<file path="config.mk">
export PLATFORM = sky130hd
export DESIGN_NAME = arb4_mux_ctrl
export DESIGN_NICKNAME = d
export VERILOG_FILES = /design/src/rtl/arb_pkg.sv /design/src/rtl/arb4_mux_ctrl_mux4_w.sv /design/src/rtl/arb4_mux_ctrl.sv
export SDC_FILE = /design/constraint.sdc
export NUM_CORES = 1
export LEC_CHECK = 0
export CORE_MARGIN = 2
export CORE_UTILIZATION = 30
export DETAILED_ROUTE_END_ITERATION = 10
export PLACE_DENSITY = 0.79
export SETUP_SLACK_MARGIN = 0.3
export SLEW_MARGIN = 0
export SYNTH_ARGS = -nofsm -noshare
export SYNTH_HDL_FRONTEND = slang
export SYNTH_SLANG_ARGS = --single-unit
</file>
<file path="constraint.sdc">
create_clock -name clk -period 3.78 [get_ports clk]
set_input_delay 0.945 -clock clk [delete_from_list [all_inputs] [get_ports clk]]
set_output_delay 0.945 -clock clk [all_outputs]
set_load 0.02 [all_outputs]
</file>
<file path="src/rtl/arb_pkg.sv">
// -----------------------------------------------------------------------------
// arb_pkg
// Shared definitions for the arb4_mux_ctrl round-robin arbiter:
//   state_t  - two-state arbiter FSM encoding (IDLE / GRANT)
//   NREQ     - number of requesters
//   IDXW     - width of a requester index / mux select
//   LAST_RST - reset value of the round-robin pointer, chosen so that
//              source 0 is searched first after reset
// -----------------------------------------------------------------------------
package arb_pkg;

    typedef enum logic {
        IDLE  = 1'b0,
        GRANT = 1'b1
    } state_t;

    localparam int NREQ = 4;
    localparam int IDXW = 2;

    localparam logic [IDXW-1:0] LAST_RST = 2'd3;

endpackage : arb_pkg

</file>
<file path="src/rtl/arb4_mux_ctrl_mux4_w.sv">
// -----------------------------------------------------------------------------
// mux4_w
// W-bit 4:1 multiplexer with output enable. The output is forced to zero
// whenever en is low, so no source data leaks out while nothing is granted.
//
// Ports:
//   d0..d3  in  [W-1:0]  source data
//   s1, s0  in  1        select, {s1,s0} is the source index
//   en      in  1        output enable (driven from the arbiter's valid)
//   y       out [W-1:0]  selected data, or 0 when en is low
// -----------------------------------------------------------------------------
module mux4_w #(
    parameter int W = 8
) (
    input  logic [W-1:0] d0,
    input  logic [W-1:0] d1,
    input  logic [W-1:0] d2,
    input  logic [W-1:0] d3,
    input  logic         s1,
    input  logic         s0,
    input  logic         en,
    output logic [W-1:0] y
);

    always_comb begin
        y = '0;
        if (en) begin
            unique case ({s1, s0})
                2'd0:    y = d0;
                2'd1:    y = d1;
                2'd2:    y = d2;
                default: y = d3;
            endcase
        end
    end

endmodule : mux4_w

</file>
<file path="src/rtl/arb4_mux_ctrl.sv">
// -----------------------------------------------------------------------------
// arb4_mux_ctrl
// Four-requester round-robin arbiter that owns the selects of a W-bit 4:1
// mux. A grant is held until the owner drops its request; at least one IDLE
// cycle separates consecutive grants.
//
// Optional feature: define ARB_TIMEOUT_EN to add a hold counter that forcibly
// releases a grant after MAX_HOLD cycles (MAX_HOLD legal range 1..255).
// Without the macro, MAX_HOLD is ignored and grants are held indefinitely.
//
// Ports:
//   clk      in   1        rising-edge clock
//   rst      in   1        asynchronous active-high reset
//   req      in   4        per-source request
//   d0..d3   in   [W-1:0]  source data
//   gnt      out  4        registered one-hot grant, 0 when idle
//   s1, s0   out  1        registered mux select (index of granted source)
//   valid    out  1        registered, high while a grant is held
//   y        out  [W-1:0]  selected data, 0 when valid is low
// -----------------------------------------------------------------------------
module arb4_mux_ctrl
    import arb_pkg::*;
#(
    parameter int W        = 8,
    parameter int MAX_HOLD = 15
) (
    input  logic            clk,
    input  logic            rst,
    input  logic [NREQ-1:0] req,
    input  logic [W-1:0]    d0,
    input  logic [W-1:0]    d1,
    input  logic [W-1:0]    d2,
    input  logic [W-1:0]    d3,
    output logic [NREQ-1:0] gnt,
    output logic            s1,
    output logic            s0,
    output logic            valid,
    output logic [W-1:0]    y
);

    // Out-of-range MAX_HOLD is reported by name in the elaborated hierarchy.
    if (MAX_HOLD < 1 || MAX_HOLD > 255) begin : g_illegal_max_hold
    end

    state_t            state_q;
    logic [NREQ-1:0]   gnt_q;
    logic [IDXW-1:0]   sel_q;
    logic [IDXW-1:0]   last_q;
    logic              valid_q;

    // Candidate index for each search position: last+1, last+2, ... (mod 4),
    // and the request bit belonging to that candidate.
    logic [IDXW-1:0]   cand_idx [NREQ];
    logic [NREQ-1:0]   rot_req;
    logic [IDXW-1:0]   win_d;

    for (genvar gi = 0; gi < NREQ; gi++) begin : g_rotate
        assign cand_idx[gi] = last_q + IDXW'(gi + 1);
        assign rot_req[gi]  = req[cand_idx[gi]];
    end

    // First requesting candidate in rotated order wins.
    always_comb begin
        win_d = cand_idx[NREQ-1];
        for (int k = NREQ - 1; k >= 0; k--) begin
            if (rot_req[k]) begin
                win_d = cand_idx[k];
            end
        end
    end

`ifdef ARB_TIMEOUT_EN
    logic [7:0] hold_q;
    logic       hold_expire;

    // Expires on the edge where the count would reach MAX_HOLD.
    assign hold_expire = (hold_q + 8'd1) == 8'(MAX_HOLD);
`endif

    always_ff @(posedge clk or posedge rst) begin
        if (rst) begin
            state_q <= IDLE;
            gnt_q   <= '0;
            sel_q   <= '0;
            last_q  <= LAST_RST;
            valid_q <= 1'b0;
`ifdef ARB_TIMEOUT_EN
            hold_q  <= '0;
`endif
        end else begin
            unique case (state_q)
                IDLE: begin
`ifdef ARB_TIMEOUT_EN
                    hold_q <= '0;
`endif
                    if (|req) begin
                        state_q <= GRANT;
                        gnt_q   <= NREQ'(1) << win_d;
                        sel_q   <= win_d;
                        last_q  <= win_d;
                        valid_q <= 1'b1;
                    end else begin
                        gnt_q   <= '0;
                        valid_q <= 1'b0;
                    end
                end
                GRANT: begin
                    if (!req[sel_q]) begin
                        state_q <= IDLE;
                        gnt_q   <= '0;
                        valid_q <= 1'b0;
                    end
`ifdef ARB_TIMEOUT_EN
                    // last_q already holds the owner, so a pre-empted source
                    // drops to lowest priority for the next search.
                    else if (hold_expire) begin
                        state_q <= IDLE;
                        gnt_q   <= '0;
                        valid_q <= 1'b0;
                        hold_q  <= '0;
                    end else begin
                        hold_q  <= hold_q + 8'd1;
                    end
`endif
                end
                default: begin
                    state_q <= IDLE;
                    gnt_q   <= '0;
                    valid_q <= 1'b0;
                end
            endcase
        end
    end

    assign gnt   = gnt_q;
    assign s1    = sel_q[1];
    assign s0    = sel_q[0];
    assign valid = valid_q;

    mux4_w #(.W(W)) u_mux (
        .d0 (d0),
        .d1 (d1),
        .d2 (d2),
        .d3 (d3),
        .s1 (sel_q[1]),
        .s0 (sel_q[0]),
        .en (valid_q),
        .y  (y)
    );

endmodule : arb4_mux_ctrl

</file>
======== Yosys cells after proc, flatten, opt, wreduce, memory -nomap -nowiden ========
Index checks and enable logic that the tools add are counted.
operators by class
  muxes and demuxes ....................... 21
  add/subtract/negate cells ............... 3
  reduce and logical (&&, ||, !) cells .... 3
  magnitude comparators ................... 4
  bitwise logic cells ..................... 1
  equal/unequal tests ..................... 3
  shift-type cells ........................ 1
operators by type and width
  operator               number
  $pmux W8 S3            1
  $lt A2 B3 Y1 const B   4
  $bmux W1 S2            4
  $mux W4                2
  $mux W8                1
  $pmux W4 S2            1
  $mux W1                7
  $mux W2                3
  $add A2 B2 Y2 const B  2
  $pmux W1 S2            2
  $reduce_or A4 Y1       1
  $shl A1 B2 Y4 const A  1
  $add A2 B1 Y2 const B  1
  $eq A2 B1 Y1 const B   1
  $eq A2 B2 Y1 const B   1
  $logic_not A2 Y1       1
  $ne A2 B2 Y1 const B   1
  $reduce_and A2 Y1      1
  $not A1 Y1             1
word-level totals
  input port bits ......................... 38
  output and inout bits ................... 15
  logic and storage cells ................. 41
  register bits ........................... 10

======== Longest topological paths before layout ========
Gate-level depths: netlist of run 1.
  word-level depth ........................ 9
  depth in mapped cells ................... 5
  mapped depth without buffers ............ 4

======== Cells and area by module ========
A second synthesis of run 1 with hierarchy kept.
second synthesis, totals
  cell total of the unflattened synthesis .. 74
  area, all modules ....................... 732.0 sq um
modules (own cells, without submodules)
  module         instances  seq. area each (sq um)  area an instance (sq um)  cells each
  arb4_mux_ctrl  1          252.7                   476.7                     45
  mux4_w         1          0.0                     255.2                     29

======== Worst setup path before layout of run 1 ========
OpenSTA, ideal clock, no wires.
  path type ............................... input -> output
  start point ............................. in d2[6]
  end point ............................... out y[6]
  slack ................................... 1.200 ns
  arrival ................................. 1.635 ns
  stages .................................. 2
  data required time ...................... 2.835 ns
  path buffers ............................ 0
  cell sequence ........................... mux4_1 and2_1
on the way
  word-level cells in the longest chain between the ends .. 2
RTL lines
  item             RTL line                    RTL
  start, declared  arb4_mux_ctrl.sv:32         input logic [W-1:0] d2,
  $pmux W8 S3      arb4_mux_ctrl_mux4_w.sv:28  unique case ({s1, s0})
  $mux W8          arb4_mux_ctrl_mux4_w.sv:27  if (en) begin
  end, declared    arb4_mux_ctrl.sv:38         output logic [W-1:0] y
Every way passes these cells.

======== Worst setup path after layout of run 1 ========
  start point ............................. in d3[1]
  end point ............................... out y[1]
on the way
  word-level cells in the longest chain between the ends .. 2
RTL lines
  item             RTL line                    RTL
  start, declared  arb4_mux_ctrl.sv:33         input logic [W-1:0] d3,
  $pmux W8 S3      arb4_mux_ctrl_mux4_w.sv:28
  $mux W8          arb4_mux_ctrl_mux4_w.sv:27
Every way passes these cells.

==> metrics.log, run 1 <==
INFO  metric yosysTopAreaCell = mux4_1
INFO  metric slowest_delay = 0.48 ns
INFO  metric post_drt_via_cell_ratio = 5.08
INFO  metric power-per-cell-area = 663 nW/um^2
INFO  metric syn-mean-instance-area = 11.9 um^2
INFO  metric clkSlewWorstSetupHoldPaths = 0.07 ns
INFO  metric hp-class = flop to flop
INFO  metric clockRootBuffer = clkbuf_4
INFO  metric intPower = 0.533 mW
INFO  metric cts_hold_repair.buffers = 0
INFO  metric yosysUniqueCellTypes = 29
INFO  metric timing.critical_path.to_type = output port
INFO  metric maxSlewViolCount = 0
INFO  metric placed_area = 1300 um^2
INFO  metric mappedNetlistNets = 102
INFO  metric detailedRoute.firstIterationViolations = 18
INFO  metric drc = 0
INFO  metric synth_area = 763 um^2
INFO  metric timing.critical_path.from_type = input pin
INFO  metric worst_ep_arrival_time = 2.33 ns
INFO  metric drt_first_pass_iters = 4
INFO  metric effective_utilization_at_floorplan = 31.1%
INFO  metric grt_first_pass_wirelength = 3.04 mm
INFO  metric fmaxAchievable = 0.305 GHz
INFO  metric synth.ff_latch_count = 10
INFO  metric crit_family = buffers and inverters
INFO  metric i_o_pin_cnt = 53
INFO  metric synth_top_area_share = 27.5%
INFO  metric portBuffers = 52
INFO  metric die_height = 54.4 um
INFO  metric fp_rows = 18
INFO  metric yosys-top-cells-area = mux4_1, dfrtp_1, dfstp_2
INFO  metric comb_power_share = 61.0%
INFO  metric die_width = 54.4 um
INFO  metric worst_ir_drop_vdd = 0.405 mV
INFO  metric ys_async_sr_fraction = 100%
INFO  metric worst_skew_pair.late_latency = 0.27 ns
INFO  metric dp_hpwl = 1.68 mm
INFO  metric timing.critical_path.fanout_max = 1
INFO  metric syn_to_final_growth = 75.4%
INFO  metric swShare = 40.0%
INFO  metric routed-via-count = 742
INFO  metric tritoncts = done
INFO  metric routedWlPerCell = 14.3 um
INFO  metric skew = 0.00118 ns
INFO  metric antenna_found_initial = 0
INFO  metric final_net_count = 155
INFO  metric number_of_global_route_vias_before_repair = 730
INFO  metric grt_overflow_total = 0
INFO  metric outcome = completed
INFO  metric timing_worst_setup_path_type = input pin to output port
INFO  metric path_cells = clkdlybuf4s50_1, mux4_1, and2_1, dlygate4sd2_1
INFO  metric final_layout_size_suffix_gt1_share = 8.62%
INFO  metric final-setup-viol-count = 0
INFO  metric die_area = 2960 um^2
INFO  metric netlist_instances = 64
INFO  metric rsz_0062_raised_after_global_routing = false
INFO  metric gpl.final_weighted_congestion = 0.738
INFO  metric cts_num_sinks = 10
INFO  metric cts-buffers-inserted = 3
INFO  metric track_usage = 14.4%
INFO  metric slew_headroom = 55.0%
INFO  metric cts_h_tree_depth = 1
INFO  metric synth-main-ff-cell = dfrtp_1
INFO  metric totalWireLength = 2.08 mm
INFO  metric leakagePower = 0.606 nW
INFO  metric clock_path_buffers = 2
INFO  metric p_sw = 0.355 mW
INFO  metric power.sequential.fraction = 28.2%
INFO  metric post_synth_most_frequent_cells = and2_1, dfrtp_1, mux4_1
INFO  metric grt_start_max_net_pins = 13
INFO  metric power.share.clock = 10.8%
INFO  metric post_synthesis_sequential_area_ratio = 33.1%
INFO  metric coreArea = 2450 um^2
INFO  metric critical_path_buffer_and_inverter_count = 2
INFO  metric max_cap_violations = 0
INFO  metric timing.final.crit_share = 86.6%
INFO  metric fin_tns_setup = 0 ns
INFO  metric finalInstanceArea = 1340 um^2
INFO  metric reg2reg_setup_slack = 2.09 ns
INFO  metric ant_nets = 0
INFO  metric synth_edf_count = 0
INFO  metric critical_path_required = 2.83 ns
INFO  metric layout_min_cycle_time = 3.28 ns
INFO  metric final-hold-violation-count = 0
INFO  metric max_slew.worst_pin.slew = 0.672 ns
INFO  metric slowest_stage = mux4_1
INFO  metric antenna_cells = 0
INFO  metric post-cts-setup-buffer-count = 0
INFO  metric synth-warning-count = 0
==> path summary, 6_finish.rpt <==
check / from / endpoint / cells after the start
max: d3[1] / y[1] / 4
min: gnt[3] / gnt[3] / 2
max reg2reg: sel_q[1] / state_q / 3
min reg2reg: gnt[3] / gnt[3] / 2
max in group asynchronous: rst / last_q[1] / 2
min in group asynchronous: rst / gnt[3] / 2
==> tightest hold or removal path, delay by kind of cell, from the launching register on <==
| kind | cells | cell delay [ns] |
|---|---|---|
| and+or+nand+nor | 1 | 0.05 |
| DFF | 1 | 0.35 |
| AOI/OAI and AO/OA | 1 | 0.06 |
==> repair_timing <==
item                                   4_1_cts  5_1_grt
setup endpoints to repair                    4        4
pin swaps                                    0        0
endpoints found under the hold margin        0        0
resized for setup                            4        4
==> flip-flops by register name, summed over array words and instances (netlist names) <==
name / count
valid: 1
last_q: 2
sel_q: 2
state_q: 1
gnt: 4
==> cells in the final DEF, fill, tap and decap left out, drive strengths merged <==
master,count
and2,9
dfstp,2
nor3,1
mux2i,1
o21ai,2
o21a,2
or2,1
dlymetal6s2s,4
nand2b,1
nor3b,1
a32o,2
clkbuf,4
mux4,9
nor4,1
clkdlybuf4s50,44
and3b,1
dfrtp,8
nor2,4
or3,1
inv,1
o31ai,1
o31a,1
nand2,5
a21o,1
a21oi,4
dlygate4sd2,4
nor2b,1
==> power groups by stage <==
stage,registers [mW],logic [mW],clock network (mW)
after floorplan,0.241,0.353,0
after global placement,0.253,0.558,0
after detailed placement,0.255,0.569,0
after CTS,0.254,0.554,0.0997
after global routing,0.264,0.584,0.103
final,0.250,0.542,0.0961
==> metal layers <==
layer	global-route usage [%]	part of all wire, %	up-vias
li1	-	-	353
met1	13.5	34	350
met2	29.1	54	36
met3	3.83	11	3
met4	5.00	0.91	0
met5	0	0	-
==> per-stage QoR <==
| stage | std cells | setup slack [ns] | power [mW] | util [%] | hold slack, ns |
|---|---|---|---|---|---|
| 2_1_floorplan | 64 | 1.20 | 0.594 | - | 0.498 |
| 3_3_place_gp | 142 | 0.297 | 0.811 | 52.9 | 0.475 |
| 3_5_place_dp | 142 | 0.279 | 0.824 | 52.9 | 0.475 |
| 4_1_cts | 146 | 0.309 | 0.907 | 54.1 | 0.491 |
| 5_1_grt | 146 | 0.476 | 0.951 | 54.5 | 0.535 |
| 6_report | 146 | 0.505 | 0.888 | 54.5 | 0.490 |
==> layout make-up <==
| class | count | area, um^2 |
|---|---|---|
| multi-input combinational | 49 | 483 |
| fill | 215 | 1120 |
| clock buffer | 4 | 36.3 |
| timing repair buffer | 52 | 526 |
| sequential | 10 | 253 |
| inverter | 1 | 3.75 |
| tap | 30 | 37.5 |
==> logic make-up after synthesis <==
kind of cell | share of synthesized area (%)
buffers and inverters | 3.61
AO/OA/AOI/OAI | 11.8
AND/OR/NAND/NOR | 19.7
multiplexers | 31.8
flip-flops | 33.1
Power figures use the tool's default switching activity.
==> inputs of run 2 (changes only) <==
- CORE_MARGIN: 2 -> 8
- clock period: 3.78 -> 3.73 ns (I/O delays scaled with it)
==> metrics.log, run 2 (synthesized netlist as in run 1, its figures left out) <==
INFO  metric max_reg_flops = 4 (unchanged)
INFO  metric multi_input_area = 483 um^2 (unchanged)
INFO  metric met3WireLength = 235 um (+2.2%)
INFO  metric placed_cells = 142 (unchanged)
INFO  metric layout_min_cycle_time = 3.24 ns
INFO  metric max_slew.worst_pin.slew = 0.684 ns (+0.0113 ns)
INFO  metric n_fill_cell = 248 (+15%)
INFO  metric route.top_layer_used = met4
INFO  metric number_of_global_route_vias_before_repair = 816 (+12%)
INFO  metric min_from = gnt[3]
INFO  metric cts_num_sinks = 10 (unchanged)
INFO  metric cts-buffers-inserted = 3 (unchanged)
INFO  metric critical_path_required = 2.80 ns (-0.03 ns)
INFO  metric worst_ir_drop_vdd = 0.448 mV (+11%)
INFO  metric final-setup-viol-count = 0 (unchanged)
INFO  metric drc = 0 (unchanged)
INFO  metric layout_common_cells = clkdlybuf4s50_1, mux4_1, and2_1, dfrtp_1, dlygate4sd2_1
INFO  metric final_net_count = 155 (unchanged)
INFO  metric clock_path_buffers = 2 (unchanged)
INFO  metric timing.critical_path.from_type = input pin
INFO  metric worst_ep_arrival_time = 2.30 ns (-0.03 ns)
INFO  metric dp_hpwl = 1.95 mm (+16%)
INFO  metric layoutNonFillerInstCount = 146 (unchanged)
INFO  metric fin_tns_setup = 0 ns (unchanged)
INFO  metric routed-via-count = 757 (+2.0%)
INFO  metric fmaxAchievable = 0.309 GHz
INFO  metric syn_to_final_growth = 73.4%
INFO  metric timing.critical_path.to_type = output port
INFO  metric slowest_delay = 0.49 ns (about the same)
INFO  metric routedWlPerCell = 16.6 um (+16%)
INFO  metric clkSlewWorstSetupHoldPaths = 0.06 ns (about the same)
INFO  metric final_layout_size_suffix_gt1_share = 8.62% (unchanged)
INFO  metric timing.final.crit_share = 86.8%
INFO  metric cts_h_tree_depth = 1 (unchanged)
INFO  metric rsz_0062_raised_after_global_routing = false
INFO  metric crit_family = buffers and inverters
INFO  metric hold_ws = 0.508 ns (+0.0182 ns)
INFO  metric leakagePower = 0.562 nW (-7.2%)
INFO  metric track_usage = 10.7% (-3.7 points)
INFO  metric detail_route.wirelength.met1 = 877 um (+24%)
INFO  metric worst_skew_pair.late_latency = 0.27 ns (about the same)
INFO  metric hp-class = flop to flop
INFO  metric detailedRoute.firstIterationViolations = 21 (+3)
INFO  metric slew_headroom = 54.2% (-0.76 points)
INFO  metric seq_area = 253 um^2 (unchanged)
INFO  metric path_cells = clkdlybuf4s50_1, mux4_1, and2_1, dlygate4sd2_1
INFO  metric grt_overflow_total = 0 (unchanged)
INFO  metric cts_hold_repair.buffers = 0 (unchanged)
INFO  metric fp_rows = 18 (unchanged)
INFO  metric layout.cells.most_common = clkdlybuf4s50_1
INFO  metric timing.rr.start = sel_q[1]
INFO  metric final-hold-violation-count = 0 (unchanged)
INFO  metric die_height = 66.4 um (+22%)
INFO  metric critPathLaunch = d2[6]
INFO  metric wl_met2 = 1.28 mm (+14%)
INFO  metric portBuffers = 52 (unchanged)
INFO  metric maxSlewViolCount = 0 (unchanged)
INFO  metric coreArea = 2450 um^2 (unchanged)
INFO  metric timing.critical_path.fanout_max = 1 (unchanged)
INFO  metric power-per-cell-area = 678 nW/um^2 (+2.2%)
INFO  metric grt_first_pass_wirelength = 3.72 mm (+22%)
INFO  metric max_cap_violations = 0 (unchanged)
INFO  metric clockRootBuffer = clkbuf_4
INFO  metric outcome = completed
INFO  metric post_drt_via_cell_ratio = 5.18 (+2.0%)
INFO  metric die_area = 4410 um^2 (+49%)
INFO  metric critical_path_buffer_and_inverter_count = 2 (unchanged)
INFO  metric ant_nets = 0 (unchanged)
INFO  metric slowest_stage = mux4_1
INFO  metric gpl.final_weighted_congestion = 0.793 (+7.4%)
INFO  metric drt_first_pass_iters = 4 (unchanged)
INFO  metric totalWireLength = 2.42 mm (+16%)
INFO  metric skew = 0.00451 ns (+0.00333 ns)
INFO  metric antenna_found_initial = 0 (unchanged)
INFO  metric die_width = 66.4 um (+22%)
INFO  metric i_o_pin_cnt = 53 (unchanged)
INFO  metric timing_worst_setup_path_type = input pin to output port
INFO  metric grt_start_max_net_pins = 13 (unchanged)
INFO  metric tritoncts = done
INFO  metric antenna_cells = 0 (unchanged)
INFO  metric effective_utilization_at_floorplan = 31.1% (unchanged)
==> run 2: changes by cell type in the layout (fill, tap and decap cells not counted) <==
cell            change
dlygate4sd2_1       +4
dlymetal6s2s_1      -4
==> run 2: worst reg2reg max path: cells and delay by family (launching register included) <==
family	cells	cell delay [ns]
mux	1	0.56
flops	1	0.60
simple gates	2	0.42
==> run 2: through the flow <==
stage | setup WS, ns | power, mW | utilization [%] | instance area, um^2
floorplan | 1.18 | 0.602 | - | 763
global placement | 0.263 | 0.830 | 52.9 | 1300
detailed placement | 0.267 | 0.841 | 52.9 | 1300
CTS | 0.487 | 0.912 | 53.9 | 1320
global route | 0.446 | 0.962 | 53.9 | 1320
finish | 0.494 | 0.897 | 53.9 | 1320
==> run 2: cell type report <==
class	count	area share, %
inverter	1	0.284
clock buffer	4	2.74
timing repair buffer	52	38.6
multi-input combinational	49	36.5
sequential	10	19.1
tap	30	2.84
==> run 2: where the power goes <==
| group | internal (mW) | switching, mW |
|---|---|---|
| Clock | 0.0594 | 0.0405 |
| Combinational | 0.300 | 0.243 |
| Sequential | 0.169 | 0.0846 |
| Total | 0.529 | 0.369 |
==> run 2: metal layers <==
metal	track usage [%]	up-vias
met5	0	-
met4	4.80	0
met3	3.39	4
met2	19.8	42
met1	10.6	355
li1	-	356
==> run 2: repair_timing <==
action	4_1_cts	5_1_grt
buffers inserted	0	0
setup endpoints to repair	8	0
resized for setup	8	0
==> run 2: worst paths after layout <==
| check | to | slack [ns] | depth (start not counted) |
|---|---|---|---|
| setup / recovery | y[6] | 0.49 | 4 |
| hold / removal | gnt[3] | 0.51 | 2 |
| setup reg to reg | state_q | 2.06 | 3 |
| hold reg to reg | gnt[3] | 0.51 | 2 |
| max in group asynchronous | last_q[0] | 2.48 | 2 |
| min in group asynchronous | state_q | 0.94 | 2 |
